==> src/rtl/ysyx_22050612_ifu.sv <==
// Instruction fetch unit: owns the PC, issues one 64-bit fetch at a time and
// hands 32-bit instructions to decode, discarding fetches made stale by a redirect.
module ysyx_22050612_ifu #(
    parameter logic [63:0] RESET_PC = 64'h0000_0000_8000_0000
) (
    input  logic        clk,
    input  logic        rst_n,
    output logic        req_valid,
    input  logic        req_ready,
    output logic [63:0] req_addr,
    input  logic        rsp_valid,
    input  logic [63:0] rsp_data,
    input  logic        rsp_err,
    output logic        inst_valid,
    input  logic        inst_ready,
    output logic [31:0] inst,
    output logic [63:0] inst_pc,
    output logic        inst_err,
    input  logic        redirect_valid,
    input  logic [63:0] redirect_pc
);

    localparam int unsigned XLEN = 64;
    localparam int unsigned ILEN = 32;
    localparam logic [ILEN-1:0] NOP_INST = ILEN'(32'h0000_0013);

    typedef enum logic [1:0] {
        S_REQ,
        S_WAIT,
        S_OUT,
        S_DROP
    } state_e;

    state_e            state_q, state_d;
    logic [XLEN-1:0]   pc_q, pc_d;
    logic [ILEN-1:0]   inst_q, inst_d;
    logic [XLEN-1:0]   inst_pc_q, inst_pc_d;
    logic              inst_err_q, inst_err_d;
    logic              req_valid_q;
    logic              inst_valid_q;

    logic              req_fire_c;
    logic [XLEN-1:0]   redirect_tgt_c;
    logic [ILEN-1:0]   rsp_word_c;

    assign req_fire_c     = req_valid_q & req_ready;
    assign redirect_tgt_c = {redirect_pc[XLEN-1:2], 2'b00};
    assign rsp_word_c     = pc_q[2] ? rsp_data[63:32] : rsp_data[31:0];

    // Next-state and datapath update; redirect overrides every other transition.
    always_comb begin
        state_d    = state_q;
        pc_d       = pc_q;
        inst_d     = inst_q;
        inst_pc_d  = inst_pc_q;
        inst_err_d = inst_err_q;
        unique case (state_q)
            S_REQ: begin
                if (redirect_valid) begin
                    pc_d    = redirect_tgt_c;
                    state_d = req_fire_c ? S_DROP : S_REQ;
                end else if (req_fire_c) begin
                    state_d = S_WAIT;
                end
            end
            S_WAIT: begin
                if (redirect_valid) begin
                    pc_d    = redirect_tgt_c;
                    state_d = rsp_valid ? S_REQ : S_DROP;
                end else if (rsp_valid) begin
                    inst_d     = rsp_err ? NOP_INST : rsp_word_c;
                    inst_err_d = rsp_err;
                    inst_pc_d  = pc_q;
                    state_d    = S_OUT;
                end
            end
            S_OUT: begin
                if (redirect_valid) begin
                    pc_d    = redirect_tgt_c;
                    state_d = S_REQ;
                end else if (inst_ready) begin
                    pc_d    = pc_q + XLEN'(4);
                    state_d = S_REQ;
                end
            end
            S_DROP: begin
                if (redirect_valid) begin
                    pc_d = redirect_tgt_c;
                end
                if (rsp_valid) begin
                    state_d = S_REQ;
                end
            end
            default: state_d = S_REQ;
        endcase
    end

    // Valid flags follow the next state so they are clean flop outputs.
    always_ff @(posedge clk or negedge rst_n) begin
        if (!rst_n) begin
            state_q      <= S_REQ;
            pc_q         <= RESET_PC;
            inst_q       <= '0;
            inst_pc_q    <= '0;
            inst_err_q   <= 1'b0;
            req_valid_q  <= 1'b0;
            inst_valid_q <= 1'b0;
        end else begin
            state_q      <= state_d;
            pc_q         <= pc_d;
            inst_q       <= inst_d;
            inst_pc_q    <= inst_pc_d;
            inst_err_q   <= inst_err_d;
            req_valid_q  <= (state_d == S_REQ);
            inst_valid_q <= (state_d == S_OUT);
        end
    end

    assign req_valid  = req_valid_q;
    assign req_addr   = {pc_q[XLEN-1:3], 3'b000};
    assign inst_valid = inst_valid_q;
    assign inst       = inst_q;
    assign inst_pc    = inst_pc_q;
    assign inst_err   = inst_err_q;

endmodule

==> config.mk <==
export PLATFORM = sky130hd
export DESIGN_NAME = ysyx_22050612_ifu
export DESIGN_NICKNAME = d
export VERILOG_FILES = /design/src/rtl/ysyx_22050612_ifu.sv
export SDC_FILE = /design/constraint.sdc
export NUM_CORES = 1
export LEC_CHECK = 0
export BUFFER_PORTS_ARGS = -buffer_cell sky130_fd_sc_hd__clkbuf_2
export CORE_MARGIN = 2
export CORE_UTILIZATION = 45
export DETAILED_ROUTE_END_ITERATION = 10
export GPL_ROUTABILITY_DRIVEN = 0
export GPL_TIMING_DRIVEN = 0
export PLACE_DENSITY = 0.73
export SLEW_MARGIN = 10
export SYNTH_ARGS = -nofsm -noshare
export SYNTH_HDL_FRONTEND = slang
export SYNTH_SLANG_ARGS = --single-unit
==> constraint.sdc <==
create_clock -name clk -period 3.1 [get_ports clk]
set_clock_uncertainty 0.15 [all_clocks]
set_input_delay 0.465 -clock clk [delete_from_list [all_inputs] [get_ports clk]]
set_output_delay 0.465 -clock clk [all_outputs]
set_load 0.03 [all_outputs]
==> impl_metrics.csv <==
group,metric,value,unit
synth,synth_edf_count,0,
timing,finalCritPeriodShare,95.3,%
timing,hold_viol,0,
setup_path,path_max_fanout,8,
timing,grt_setup_unrepaired,"false",
floorplan,die-height,141,um
finish,drive_above_1_share,31.4,%
setup_path,crit_path_start,"pc_q[8]$_DFFE_PN0P_",
floorplan,start_util,45.6,%
finish,area_growth,29.5,%
power_and_ir_drop,irDropWorstVdd,0.000438,V
timing,slew_viol_final,0,
setup_path,cp_common_cell,"or4_1",
place,io_buffers,290,
synth,ys_seq_elements,161,
floorplan,die_area,20000,um^2
synth,yosysWarnings,0,
setup_path,cp_cell_sequence,"and4_1 -> clkbuf_1 -> nand3_2 -> or4_1 -> buf_2 -> or4_1 -> a31oi_1",
finish,fillerInstances,1687,
timing,fin_setup_tns,0,ns
clock_tree,clock_sinks,161,
timing,max-slew-margin-rel,17.1,%
outcome,status,"complete, no violations",
setup_path,cp-endpoint,"pc_q[63]$_DFFE_PN0P_",
floorplan,ios,298,
clock_tree,cts_root_buf,"clkbuf_16",
synth,synthDistinctLibCells,52,
finish,layout_commonest_cell,"clkbuf_2",
finish,nets,1419,
global_route,grt_max_degree,88,
drt,via_count,8421,
setup_path,cp.arrival,3.16,ns
synth,synth_area,8480,um^2
global_route,overflow,0,
setup_path,slowest_stage,"or4_1",
run,maxCapViolations,0,
place,hpwl,20200,um
setup_path,path_class,"reg -> reg",
timing,tightest_slew,1.24,ns
clock_tree,clockBufferDepth,2,
timing,setup_viol,0,
clock_tree,clk_pin_slew_worst_paths,0.07,ns
power_and_ir_drop,p_leak,5.40,nW
setup_path,max_stage_delay,0.56,ns
global_route,grt_pass1_vias,8047,
place,dp_slack,-0.0895,ns
floorplan,core_region_area,18600,um^2
global_route,grt_use_total,27.5,%
timing,max_freq,338,MHz
setup_path,ff2ff_path_depth,7,
setup_path,cp-start-kind,"flip-flop",
drt,drt-total-wl,27400,um
setup_path,timing.rr.end,"pc_q[63]$_DFFE_PN0P_",
drt,ant_nets,0,
synth,synthFlopType,"dfrtp_1",
drt,avgViaCountPerCell,5.50,
drt,first_pass_iters,6,
timing,period_minus_slack,2.95,ns
min_path,hold_path_class,"in -> reg",
clock_tree,cts_buffers,17,
synth,async_flop_share,100,%
clock_tree,cts_tree,"built",
floorplan,die_w,141,um
floorplan,row_count,50,
setup_path,reg2reg_from,"pc_q[8]$_DFFE_PN0P_",
finish,layout_common_cells,"clkbuf_2 (289), nand2_1 (267), dfrtp_1 (160)",
drt,post-route-drc-count,0,
drt,wl_per_cell,17.9,um
global_route,antenna_found_initial,1,
setup_path,reg2reg_slack,0.15,ns
synth,synth_cells,968,
power_and_ir_drop,pwr_density_cell,830,nW/um^2
clock_tree,h-tree-depth,4,
setup_path,required,3.30,ns
setup_path,crit_path_end_kind,"flip-flop",
synth,syn_area_per_cell,8.76,um^2
drt,drtIter0Drc,703,
global_route,grt_pass1_wl,43000,um
timing,worst_slack,0.145,ns
synth,ys_seq_area_share,47.5,%
clock_tree,clock_latency,0.43,ns
[synth_stat cells, types with 2 or more instances]
| cell type | instances | area share, % |
|---|---|---|
| a222oi_1 | 2 | 0.24 |
| o31ai_1 | 35 | 3.1 |
| nand3_1 | 25 | 1.5 |
| a221o_1 | 4 | 0.47 |
| nand2_1 | 267 | 12 |
| and4_1 | 15 | 1.5 |
| and2_1 | 5 | 0.37 |
| buf_4 | 67 | 5.9 |
| o21ai_0 | 35 | 2.1 |
| nand4_1 | 29 | 2.1 |
| clkbuf_1 | 51 | 2.3 |
| a21oi_1 | 7 | 0.41 |
| a311oi_1 | 7 | 0.72 |
| mux2i_1 | 29 | 3.4 |
| and3b_1 | 2 | 0.21 |
| inv_1 | 12 | 0.53 |
| nor3b_1 | 4 | 0.35 |
| dfrtp_1 | 160 | 47 |
| nor4_1 | 16 | 1.2 |
| a211oi_1 | 9 | 0.80 |
| and3_1 | 11 | 0.81 |
| nand3b_1 | 2 | 0.18 |
| buf_1 | 3 | 0.13 |
| xor2_1 | 10 | 1.0 |
| o32ai_1 | 5 | 0.52 |
| or4_1 | 7 | 0.62 |
| xnor2_1 | 14 | 1.4 |
| a2111oi_0 | 3 | 0.31 |
| nand4b_1 | 3 | 0.31 |
| or3_1 | 6 | 0.44 |
| nor3_1 | 18 | 1.1 |
| nand2b_1 | 5 | 0.37 |
| nor2b_1 | 5 | 0.37 |
| a31oi_1 | 14 | 1.0 |
| nor2_1 | 60 | 2.7 |
| a221oi_1 | 5 | 0.52 |
[kinds of logic after synthesis]
kind of cell             count (synthesis)  share of synthesized area, %
other                                    1                        0.0442
XOR/XNOR                                24                          2.48
AO/OA/AOI/OAI                          130                          10.6
AND/OR/NAND/NOR                        488                          26.9
adder cells (fa/ha/maj)                  1                         0.148
flip-flops                             161                          47.5
buffers and inverters                  134                          8.91
multiplexers                            29                          3.42
[area by class of cell]
| cell class | count | area (um^2) | share of cell area [%] |
|---|---|---|---|
| Buffer | 122 | 711 | 6.47 |
| Multi-Input combinational cell | 677 | 3770 | 34.3 |
| Tap cell | 234 | 293 | 2.67 |
| Timing Repair Buffer | 292 | 1500 | 13.6 |
| Clock inverter | 15 | 205 | 1.87 |
| Sequential cell | 161 | 4030 | 36.7 |
| Clock buffer | 17 | 425 | 3.88 |
| Inverter | 12 | 45.0 | 0.410 |
| Antenna cell | 1 | 2.50 | 0.0228 |
[flip-flops by register name, indices dropped and copies added (netlist names)]
register	count
inst_pc	62
pc_q	62
inst	32
state_q	2
inst_err	1
inst_valid	1
req_valid	1
[per-layer routing]
layer  routed length (um)  track usage, %  vias up  share of wire, %
li1                     -               -     3953                 -
met1                12100            37.2     4044                44
met2                12500            43.4      365                45
met3                 2030            6.51       59               7.4
met4                  765            9.68        0               2.8
met5                    0               0        -                 0
[worst max-delay path: cells and delay by family, from the launching register on]
family / cells / cell delay, ns
buffers and inverters: 2 / 0.50
AO/OA/AOI/OAI: 1 / 0.18
flip-flops: 1 / 0.51
AND/OR/NAND/NOR: 4 / 1.53
[stage by stage]
step	utilization, %	cells	total power [mW]	hold WS, ns	instance area, um^2
after floorplan	-	972	5.64	0.0194	8490
after global placement	55.1	1496	6.77	0.310	10200
after detailed placement	55.3	1497	6.83	0.311	10300
after CTS	58.9	1530	9.14	0.0792	10900
after global routing	59.1	1530	9.59	0.0813	11000
final	59.1	1531	9.11	0.0872	11000
[what timing repair did]
item                                    CTS  global route
buffers inserted                          0             0
resized for setup                         3             6
hold buffers                              1             0
endpoints found under the hold margin    73             0
endpoints found under the setup margin   10            15
pin swaps                                 0             1
[worst min-delay path by stage]
stage,from,endpoint,cells after the start
finish,redirect_pc[25],pc_q[25]$_DFFE_PN0P_,3
global placement,inst_pc[10]$_DFFE_PN0P_,inst_pc[10]$_DFFE_PN0P_,2
CTS,redirect_pc[22],pc_q[22]$_DFFE_PN0P_,3
detailed placement,inst_pc[23]$_DFFE_PN0P_,inst_pc[23]$_DFFE_PN0P_,2
global route,redirect_pc[30],pc_q[30]$_DFFE_PN0P_,3
floorplan,rst_n,inst[0]$_DFFE_PN0P_,0
[power by group]
part / switching (mW) / internal, mW
clock network: 0.934 / 1.36
logic: 2.48 / 1.07
registers: 0.490 / 2.77
No activity file was read; power rests on OpenSTA's default activity.
